===== src/rtl/irq_prio_ctrl.sv =====
// irq_prio_ctrl
//   Clocked priority interrupt controller. NUM_GROUPS groups of CH_PER_GROUP
//   request lines are captured into a pending register (level or rising-edge),
//   filtered by per-line masks and per-group enables, and the lowest eligible
//   index is presented on a valid/ack handshake, with optional pre-emption by
//   a higher-priority (lower index) request.
//
// Ports
//   clk        rising-edge clock
//   rst_n      asynchronous active-low reset
//   irq_in     request lines, bit g*CH_PER_GROUP+c = channel c of group g
//   mask_in    1 = line masked (combinational, no register)
//   grp_en     1 = group enabled
//   req_ack    consumer accepts the presented request (only while req_valid)
//   req_valid  request presented
//   req_id     flat index of the presented line
//   req_grp    one-hot group of the presented line
//   req_ch     channel within the group
//   pending    pending register
module irq_prio_ctrl #(
  parameter int NUM_GROUPS   = 3,
  parameter int CH_PER_GROUP = 9,
  parameter int EDGE_MODE    = 0,
  parameter int PREEMPT      = 1,
  localparam int N  = NUM_GROUPS * CH_PER_GROUP,
  localparam int IW = $clog2(N),
  localparam int CW = $clog2(CH_PER_GROUP)
) (
  input  logic                  clk,
  input  logic                  rst_n,
  input  logic [N-1:0]          irq_in,
  input  logic [N-1:0]          mask_in,
  input  logic [NUM_GROUPS-1:0] grp_en,
  input  logic                  req_ack,
  output logic                  req_valid,
  output logic [IW-1:0]         req_id,
  output logic [NUM_GROUPS-1:0] req_grp,
  output logic [CW-1:0]         req_ch,
  output logic [N-1:0]          pending
);

  typedef enum logic {IDLE, PRESENT} state_t;

  state_t                state;
  logic [N-1:0]          irq_q;
  logic [N-1:0]          grp_mask;
  logic [N-1:0]          eligible;
  logic [N-1:0]          ack_clr;
  logic                  accept;
  logic                  win_any;
  logic [IW-1:0]         win_id;
  logic [NUM_GROUPS-1:0] win_grp;
  logic [CW-1:0]         win_ch;

  always_comb begin
    grp_mask = '0;
    for (int unsigned g = 0; g < NUM_GROUPS; g++) begin
      grp_mask[g*CH_PER_GROUP +: CH_PER_GROUP] = {CH_PER_GROUP{grp_en[g]}};
    end
  end

  assign eligible = pending & ~mask_in & grp_mask;

  // Lowest set index wins; group/channel are produced alongside the flat
  // index so no divider is needed on the output path.
  always_comb begin
    win_any = 1'b0;
    win_id  = '0;
    win_grp = '0;
    win_ch  = '0;
    for (int unsigned g = 0; g < NUM_GROUPS; g++) begin
      for (int unsigned c = 0; c < CH_PER_GROUP; c++) begin
        if (!win_any && eligible[g*CH_PER_GROUP + c]) begin
          win_any    = 1'b1;
          win_id     = IW'(g*CH_PER_GROUP + c);
          win_grp    = '0;
          win_grp[g] = 1'b1;
          win_ch     = CW'(c);
        end
      end
    end
  end

  assign accept  = (state == PRESENT) && req_ack;
  assign ack_clr = accept ? (N'(1) << req_id) : '0;

  // Edge mode: a new rising edge overrides a same-cycle ack clear.
  always_ff @(posedge clk or negedge rst_n) begin
    if (!rst_n) begin
      irq_q   <= '0;
      pending <= '0;
    end else begin
      irq_q <= irq_in;
      if (EDGE_MODE != 0) begin
        pending <= (pending & ~ack_clr) | (irq_in & ~irq_q);
      end else begin
        pending <= irq_in;
      end
    end
  end

  always_ff @(posedge clk or negedge rst_n) begin
    if (!rst_n) begin
      state     <= IDLE;
      req_valid <= 1'b0;
      req_id    <= '0;
      req_grp   <= '0;
      req_ch    <= '0;
    end else begin
      case (state)
        IDLE: begin
          if (win_any) begin
            state     <= PRESENT;
            req_valid <= 1'b1;
            req_id    <= win_id;
            req_grp   <= win_grp;
            req_ch    <= win_ch;
          end
        end
        PRESENT: begin
          if (req_ack || !eligible[req_id]) begin
            state     <= IDLE;
            req_valid <= 1'b0;
          end else if ((PREEMPT != 0) && win_any && (win_id < req_id)) begin
            req_id  <= win_id;
            req_grp <= win_grp;
            req_ch  <= win_ch;
          end
        end
        default: begin
          state     <= IDLE;
          req_valid <= 1'b0;
        end
      endcase
    end
  end

endmodule


===== config.mk =====
export PLATFORM = sky130hd
export DESIGN_NAME = irq_prio_ctrl
export DESIGN_NICKNAME = d
export VERILOG_FILES = /design/src/rtl/irq_prio_ctrl.sv
export SDC_FILE = /design/constraint.sdc
export NUM_CORES = 1
export LEC_CHECK = 0
export ABC_CLOCK_PERIOD_IN_PS = 7700
export CORE_ASPECT_RATIO = 0.7
export CORE_MARGIN = 1
export CORE_UTILIZATION = 25
export CTS_BUF_LIST = sky130_fd_sc_hd__clkbuf_4 sky130_fd_sc_hd__clkbuf_8 sky130_fd_sc_hd__clkbuf_16
export CTS_CLUSTER_DIAMETER = 120
export DETAILED_ROUTE_END_ITERATION = 6
export PLACE_DENSITY = 0.62
export SKIP_CTS_REPAIR_TIMING = 1
export SLEW_MARGIN = 20
export SYNTH_ARGS = -nofsm -noshare
export SYNTH_HDL_FRONTEND = slang
export SYNTH_SLANG_ARGS = --single-unit
export TNS_END_PERCENT = 100

===== constraint.sdc =====
create_clock -name clk -period 7.7 [get_ports clk]
set_clock_uncertainty 0.15 [all_clocks]
set_input_delay 1.155 -clock clk [delete_from_list [all_inputs] [get_ports clk]]
set_output_delay 1.155 -clock clk [all_outputs]
set_load 0.005 [all_outputs]

==> results.cfg, run 1 <==
[route]
post_drt_wl_per_cell_um = 16.55
drt_wl_total_um = 7975
drc = 0
vias = 2420
dr.pass1.iters = 4
drt_iter0_drc = 95
antenna_left = 0
via_per_inst = 5.021

[yosys]
synth_enable_flop_cells = 0
ys.flop_type = dfrtp_1
yosysWarningCount = 0
synth_seq_cells = 41
synthDistinctLibCells = 54
yosysSeqAreaShare_pct = 41.21
syn_avg_cell_area_um2 = 9.764
synth_cells = 255
synth_async_sr_flop_share_pct = 100.0
syn_area_um2 = 2490
syn_nets = 319

[finish]
area_delta_synth_final_pct = 50.45
mostFrequentLayoutCells = 98 x clkdlybuf4s50_1, 41 x dfrtp_1, 21 x nor2b_1, 20 x nand2b_1, 18 x nand2_1
drive_gt1_share_pct = 4.520
final_common_cell = clkdlybuf4s50_1
num_antenna_cells = 0
layout.nets = 418
fillers = 991

[clock_tree]
clk_latency_ns = 0.29
numCtsBuffers = 5
cts_buffer_depth = 2
cts_root_buf = clkbuf_16
clkTransAtPathRegs_ns = 0.05
htreeDepth = 2
cts_sinks = 41
cts_tree = yes

[global_routing]
grt_max_degree = 42
grt.overflow.total = 0
grt_usage_pct = 15.92
antenna_found_initial = 0
grt_pass1_wl_um = 12620
grt_pass1_vias = 2425

[sta]
hold_viol = 0
fin_crit_sh_pct = 74.28
fmax_ghz = 0.1749
rsz0062_at_grt = no
fin_crit_ns = 5.719
worst_slack_ns = 1.981
setup_viol = 0
slew_violations = 0
final.setup.tns_ns = 0
slew_headroom_pct = 36.43
tightest_slew_ns = 0.9536

[setup_path]
crit_path_end = req_ch[2]
start_kind = input pin
rr_endpoint = req_ch[2]
end_kind = flop
ff2ff_path_depth = 13
required_ns = 7.72
crit_type = input pin to flop
crit_fanout = 10
ff2ff_setup_slack_ns = 2.85
r2r_start = pending[5]
startpoint = mask_in[5]
arrival_ns = 5.74

[power]
p_int_uw = 599.0
p_per_area_nw_per_um2 = 243.8
leakage_uw = 0.001491
comb_power_share_pct = 40.8
power_frac_clock_pct = 23.2
switching_share_pct = 34.41
ir_worst_vdd_v = 0.00008848
p_sw_uw = 314.2
seqPwrFrac_pct = 36.1

[placed_design]
routabilityCongestion = 0.8995
dp_hpwl_um = 6305
pre_cts_slack_ns = 1.750
numPortBuffers = 99

[floorplanning]
io_pins = 100
core-area_um2 = 9684
die_h_um = 85.50
rows = 30
dieArea_um2 = 10370
start_util_pct = 25.71
die_w_um = 121.3

[worst_hold_path]
hold_class = flop to flop

[status]
status = completed

[run]
max_cap_viol_count = 0
==> synthesized netlist by cell type, drive strengths merged, types with 3 or more instances <==
cell	n	share of area (%)
nand2b	20	5.0
nand3b	5	1.5
mux2	4	1.8
and3b	4	1.4
a2bb2oi	4	1.4
a21oi	10	2.0
buf	3	0.85
dfrtp	41	41
a21boi	4	1.2
or3b	3	1.1
o21ai	14	2.8
o2bb2ai	4	1.4
nor2b	21	5.3
a41oi	3	1.1
nand2	18	2.7
o211ai	3	0.90
o32a	3	1.2
inv	10	1.5
a211oi	7	2.6
nor3	4	0.80
nand3	6	1.2
nor3b	4	1.2
and3	4	1.0
and2	3	0.75
o32ai	5	1.8
nor2	8	1.2
clkbuf	4	0.60
mux2i	3	1.2
ha	4	2.0
==> power groups by stage <==
stage               logic, uW  registers, uW  clock network (uW)
floorplan                 235            294                   0
global placement          369            334                   0
detailed placement        369            335                   0
CTS                       372            331                 220
global route              407            339                 230
finish                    372            329                 212
==> per-stage QoR <==
step	power (uW)	util [%]	instances	instance area, um^2	hold WS, ns
after floorplan	528.6	-	255	2490	0.3328
after global placement	703.6	37.17	475	3600	0.3432
after detailed placement	703.5	37.17	475	3600	0.3533
after CTS	923.3	38.68	482	3746	0.3671
after global routing	976.1	38.68	482	3746	0.3737
final	913.2	38.68	482	3746	0.3555
==> flip-flops by register name, indices dropped and copies added (netlist names) <==
register / count
pending: 27
req_id: 5
req_ch: 4
req_grp: 3
req_valid: 1
state: 1
==> cell type report <==
class / instances / area, um^2 / share of cell area (%)
timing repair buffer: 99 / 985.9 / 26.32
tap: 128 / 160.2 / 4.275
inverter: 10 / 37.54 / 1.002
sequential: 41 / 1026 / 27.39
clock buffer: 7 / 146.4 / 3.908
multi-input combinational: 197 / 1390 / 37.11
==> layer usage <==
layer | global-route usage [%] | share of wire [%] | vias to the layer above
met3 | 4.920 | 8.4 | 4
met4 | 4.040 | 0.43 | 0
met1 | 22.82 | 50 | 1169
met5 | 0 | 0 | -
li1 | - | - | 1162
met2 | 23.04 | 41 | 85
==> logic make-up after synthesis <==
| kind of cell | Yosys count | share of synthesized area, % |
|---|---|---|
| multiplexers | 9 | 4.824 |
| flip-flops | 41 | 41.21 |
| AND/OR/NAND/NOR | 107 | 25.38 |
| AO/OA/AOI/OAI | 77 | 23.62 |
| adder cells (fa/ha/maj) | 4 | 2.010 |
| buffers and inverters | 17 | 2.965 |
==> worst min-delay path by stage <==
| stage | start | to | slack, ns | cells after the start |
|---|---|---|---|---|
| 5_1_grt | req_grp[0] | req_grp[0] | 0.37 | 1 |
| 6_report | req_grp[0] | req_grp[0] | 0.36 | 1 |
| 3_5_place_dp | req_grp[0] | req_grp[0] | 0.35 | 1 |
| 4_1_cts | req_grp[0] | req_grp[0] | 0.37 | 1 |
| 3_3_place_gp | req_grp[0] | req_grp[0] | 0.34 | 1 |
| 2_1_floorplan | req_grp[0] | req_grp[0] | 0.33 | 1 |
==> worst max-delay path, stage by stage <==
cell             delay (ns)
clkdlybuf4s50_1        0.49
nor2b_1                0.08
o41ai_1                0.84
and3_1                 0.40
nand3_1                0.25
o32a_1                 0.44
nand2b_1               0.13
ha_1                   0.26
a21o_1                 0.16
a21oi_1                0.14
nor2b_1                0.07
o41a_1                 0.43
a211oi_4               0.51
mux2_2                 0.39
Power figures use the tool's default switching activity.
==> run 2, diff against run 1 <==
- ABC_CLOCK_PERIOD_IN_PS: 7700 -> 5150
- PLACE_DENSITY: 0.62 -> 0.64
- clock period: 7.7 -> 5.15 ns (I/O delays scaled with it)
==> run 2 against run 1 <==
Compared with the run above:
- sequential share of layout area fell by 0.74 points
- final area rose by 2.8%
- clock-buffer cell count rose by 1
- wire length rose by 3.5%
==> results.cfg, run 2 (synthesis gave the netlist of run 1 again) <==
[route]
drc = 0
dr.pass1.iters = 4
vias = 2460
drt_iter0_drc = 179
via_per_inst = 4.970
drt_wl_total_um = 8258
antenna_left = 0
post_drt_wl_per_cell_um = 16.68

[power]
ir_worst_vdd_v = 0.0001537
power_uw = 1403
leakage_uw = 0.001554
p_per_area_nw_per_um2 = 364.3

[status]
status = completed

[placed_design]
numPortBuffers = 99
place_area_um2 = 3682
dp_hpwl_um = 6588
routabilityCongestion = 0.9312
pre_cts_slack_ns = 0.06467

[clock_tree]
clk_latency_ns = 0.29
cts_tree = yes
numCtsBuffers = 5
clkTransAtPathRegs_ns = 0.06
htreeDepth = 2
cts_buffer_depth = 2
cts_sinks = 41
cts_root_buf = clkbuf_16

[setup_path]
start_kind = input pin
end_kind = flop
crit_fanout = 8
required_ns = 5.17
arrival_ns = 4.86
crit_type = input pin to flop

[global_routing]
grt_pass1_vias = 2468
antenna_found_initial = 0
grt_max_degree = 42
grt_usage_pct = 16.52
grt.overflow.total = 0
grt_pass1_wl_um = 12900

[finish]
regMostFlops = pending
mostFrequentLayoutCells = 98 x clkdlybuf4s50_1, 41 x dfrtp_1, 21 x nor2b_1, 20 x nand2b_1, 18 x nand2_1
fin_area_um2 = 3850
largest_reg_flops = 27
num_antenna_cells = 0
reg_top3 = pending x27, req_id x5, req_ch x4
layout.nets = 430
final_common_cell = clkdlybuf4s50_1
area_delta_synth_final_pct = 54.62
drive_gt1_share_pct = 7.902

[sta]
tightest_slew_ns = 0.7508
slew_headroom_pct = 49.94
slew_violations = 0
rsz0062_at_grt = no
fin_crit_ns = 4.843
worst_slack_ns = 0.3073
whs_ns = 0.2667
setup_viol = 0
final.setup.tns_ns = 0
fmax_ghz = 0.2065
fin_crit_sh_pct = 94.03
hold_viol = 0

[floorplanning]
io_pins = 100
core-area_um2 = 9684
start_util_pct = 25.71
dieArea_um2 = 10370
die_h_um = 85.50
die_w_um = 121.3
rows = 30

[run]
max_cap_viol_count = 0

[worst_hold_path]
hold_class = input pin to async pin
run 2: final timing paths:
kind / start / to / slack, ns / cells after the start
setup / recovery: mask_in[5] / req_id[3] / 0.31 / 14
hold / removal: rst_n / pending[25] / 0.27 / 1
setup reg to reg: pending[5] / req_id[3] / 0.78 / 13
hold reg to reg: req_grp[0] / req_grp[0] / 0.36 / 1
max in group asynchronous: rst_n / req_id[3] / 4.10 / 2
min in group clk: req_grp[0] / req_grp[0] / 0.36 / 1
run 2: routing by layer:
| metal | up-vias | global-route usage (%) | wire length, um |
|---|---|---|---|
| met4 | 0 | 5.724 | 138 |
| met5 | - | 0 | 0 |
| li1 | 1187 | - | - |
| met2 | 83 | 23.35 | 3600 |
| met3 | 11 | 5.452 | 654 |
| met1 | 1179 | 23.35 | 3864 |
run 2: power by group:
part	leakage [uW]	internal, uW	switching (uW)
sequential	0.000486	386	111
combinational	0.000993	336	250
clock	0.0000754	196	124
total	0.00155	918	485
run 2: critical path, stage by stage:
cell and delay [ns]:
clkdlybuf4s50_1 0.47, nor2b_1 0.07, o41ai_1 0.61, and3_1 0.38, nand3_1 0.21, o32a_1 0.42
nand2b_1 0.12, ha_1 0.25, a21o_1 0.16, a21oi_1 0.14, nor2b_1 0.06, o41a_1 0.36
a211oi_4 0.45, mux2_2 0.39
run 2: per-stage QoR:
| stage | utilization, % | std cells |
|---|---|---|
| detailed placement | 38.02 | 486 |
| global route | 39.75 | 495 |
| floorplan | - | 255 |
| global placement | 38.02 | 486 |
| finish | 39.75 | 495 |
| CTS | 39.55 | 494 |
run 2: area by class of cell:
cell class                      count  area, um^2
Multi-Input combinational cell    197        1390
Clock buffer                        8       147.6
Sequential cell                    41        1026
Timing Repair Buffer              111        1089
Inverter                           10       37.54
Tap cell                          128       160.2
Fill cell                         958        5834
==> run 3, diff against run 2 <==
- MAX_ROUTING_LAYER: default -> met4
==> run 3 against run 2 <==
Compared with the run above:
- final cell count decreased by 0.81%
- core utilization decreased by 0.14 points
- critical path type unchanged
- final area decreased by 0.36%
- maximum frequency increased by 2.9%
- power increased by 3.0%
- wire length decreased by 2.2%
- critical endpoint unchanged
==> results.cfg, run 3 (synthesis gave the netlist of run 1 again) <==
[sta]
slew_headroom_pct = 37.96
rsz0062_at_grt = no
fmax_ghz = 0.2125
fin_crit_sh_pct = 91.36
slew_violations = 0
fin_crit_ns = 4.705
setup_viol = 0
tightest_slew_ns = 0.9306
worst_slack_ns = 0.4450
final.setup.tns_ns = 0
hold_viol = 0

[setup_path]
end_kind = flop
ff2ff_path_depth = 14
required_ns = 5.17
arrival_ns = 4.72
crit_fanout = 8
start_kind = input pin
crit_type = input pin to flop

[run]
max_cap_viol_count = 0

[clock_tree]
cts_tree = yes
clk_latency_ns = 0.29
cts_buffer_depth = 2
cts_sinks = 41
numCtsBuffers = 5
htreeDepth = 2
clkTransAtPathRegs_ns = 0.06
cts_root_buf = clkbuf_16

[route]
wl_met3_um = 534
vias = 2432
drt_wl_total_um = 8079
via_per_inst = 4.953
wl_met1_um = 4064
dr.pass1.iters = 4
antenna_left = 0
post_drt_wl_per_cell_um = 16.45
drc = 0
drt_iter0_drc = 110
highest_layer = met4
met2_length_um = 3394

[floorplanning]
die_w_um = 121.3
die_h_um = 85.50
dieArea_um2 = 10370
io_pins = 100
core-area_um2 = 9684
rows = 30
start_util_pct = 25.71

[finish]
multi_input_area_um2 = 1390
reg_top3 = pending x27, req_id x5, req_ch x4
ff_latch_area_um2 = 1026
regMostFlops = pending
mostFrequentLayoutCells = 98 x clkdlybuf4s50_1, 41 x dfrtp_1, 21 x nor2b_1, 20 x nand2b_1, 18 x nand2_1
fillers = 987
num_antenna_cells = 0
layout.nets = 426
drive_gt1_share_pct = 6.887
area_delta_synth_final_pct = 54.07
final_common_cell = clkdlybuf4s50_1
largest_reg_flops = 27

[placed_design]
pre_cts_slack_ns = 0.2090
dp_hpwl_um = 6519
numPortBuffers = 99
routabilityCongestion = 0.9448

[power]
p_per_area_nw_per_um2 = 376.7
ir_worst_vdd_v = 0.0001471
leakage_uw = 0.001543
power_uw = 1445

[global_routing]
grt.overflow.total = 0
grt_max_degree = 42
grt_pass1_wl_um = 12720
grt_pass1_vias = 2430
grt_usage_pct = 16.86
antenna_found_initial = 0

[worst_hold_path]
hold_class = flop to flop
hold_depth = 1

[status]
status = completed
run 3: changes by cell type in the layout (fill, tap and decap cells not counted):
cell,before,now
clkbuf_8,0,1
clkbuf_4,3,1
buf_12,1,0
buf_4,11,8
bufinv_16,0,1
run 3: layout make-up:
class	instances	share of cell area [%]
timing repair buffer	107	27.27
sequential	41	26.74
inverter	10	0.9785
multi-input combinational	197	36.24
tap	128	4.175
clock inverter	1	0.7828
clock buffer	7	3.816
run 3: metal layers:
metal  global-route usage [%]  up-vias
met5                        -        -
met4                    4.714        0
met3                    4.056        6
met2                    23.30       92
met1                    24.18     1147
li1                         -     1187
run 3: stage by stage:
step                      instance area [um^2]  hold WS [ns]  utilization, %  std cells
after floorplan                           2490        0.3269               -        255
after global placement                    3660        0.3417           37.79        483
after detailed placement                  3660        0.3471           37.79        483
after CTS                                 3836        0.3609           39.61        491
after global routing                      3836        0.3804           39.61        491
final                                     3836        0.3493           39.61        491
run 3: worst max-delay path, cell delays in order:
cell             delay (ns)
clkdlybuf4s50_1        0.47
nor2b_1                0.07
o41ai_1                0.38
buf_4                  0.20
and3_1                 0.27
nand3_1                0.22
o32a_1                 0.43
nand2b_1               0.11
ha_1                   0.25
a21o_1                 0.16
a21oi_1                0.14
nor2b_1                0.06
o41a_1                 0.36
a211oi_4               0.43
mux2_2                 0.38
run 3: path summary, 6_finish.rpt:
check | slack [ns] | startpoint | endpoint
setup reg to reg | 0.91 | pending[5] | req_id[3]
min in group asynchronous | 0.47 | rst_n | pending[25]
max in group asynchronous | 3.79 | rst_n | req_id[1]
hold reg to reg | 0.35 | req_grp[0] | req_grp[0]
setup / recovery | 0.45 | mask_in[5] | req_id[3]
hold / removal | 0.35 | req_grp[0] | req_grp[0]
run 3: power by group:
part	total (uW)	switching (uW)	internal [uW]
Clock	372	125	247
Sequential	493	107	386
Combinational	579	247	332
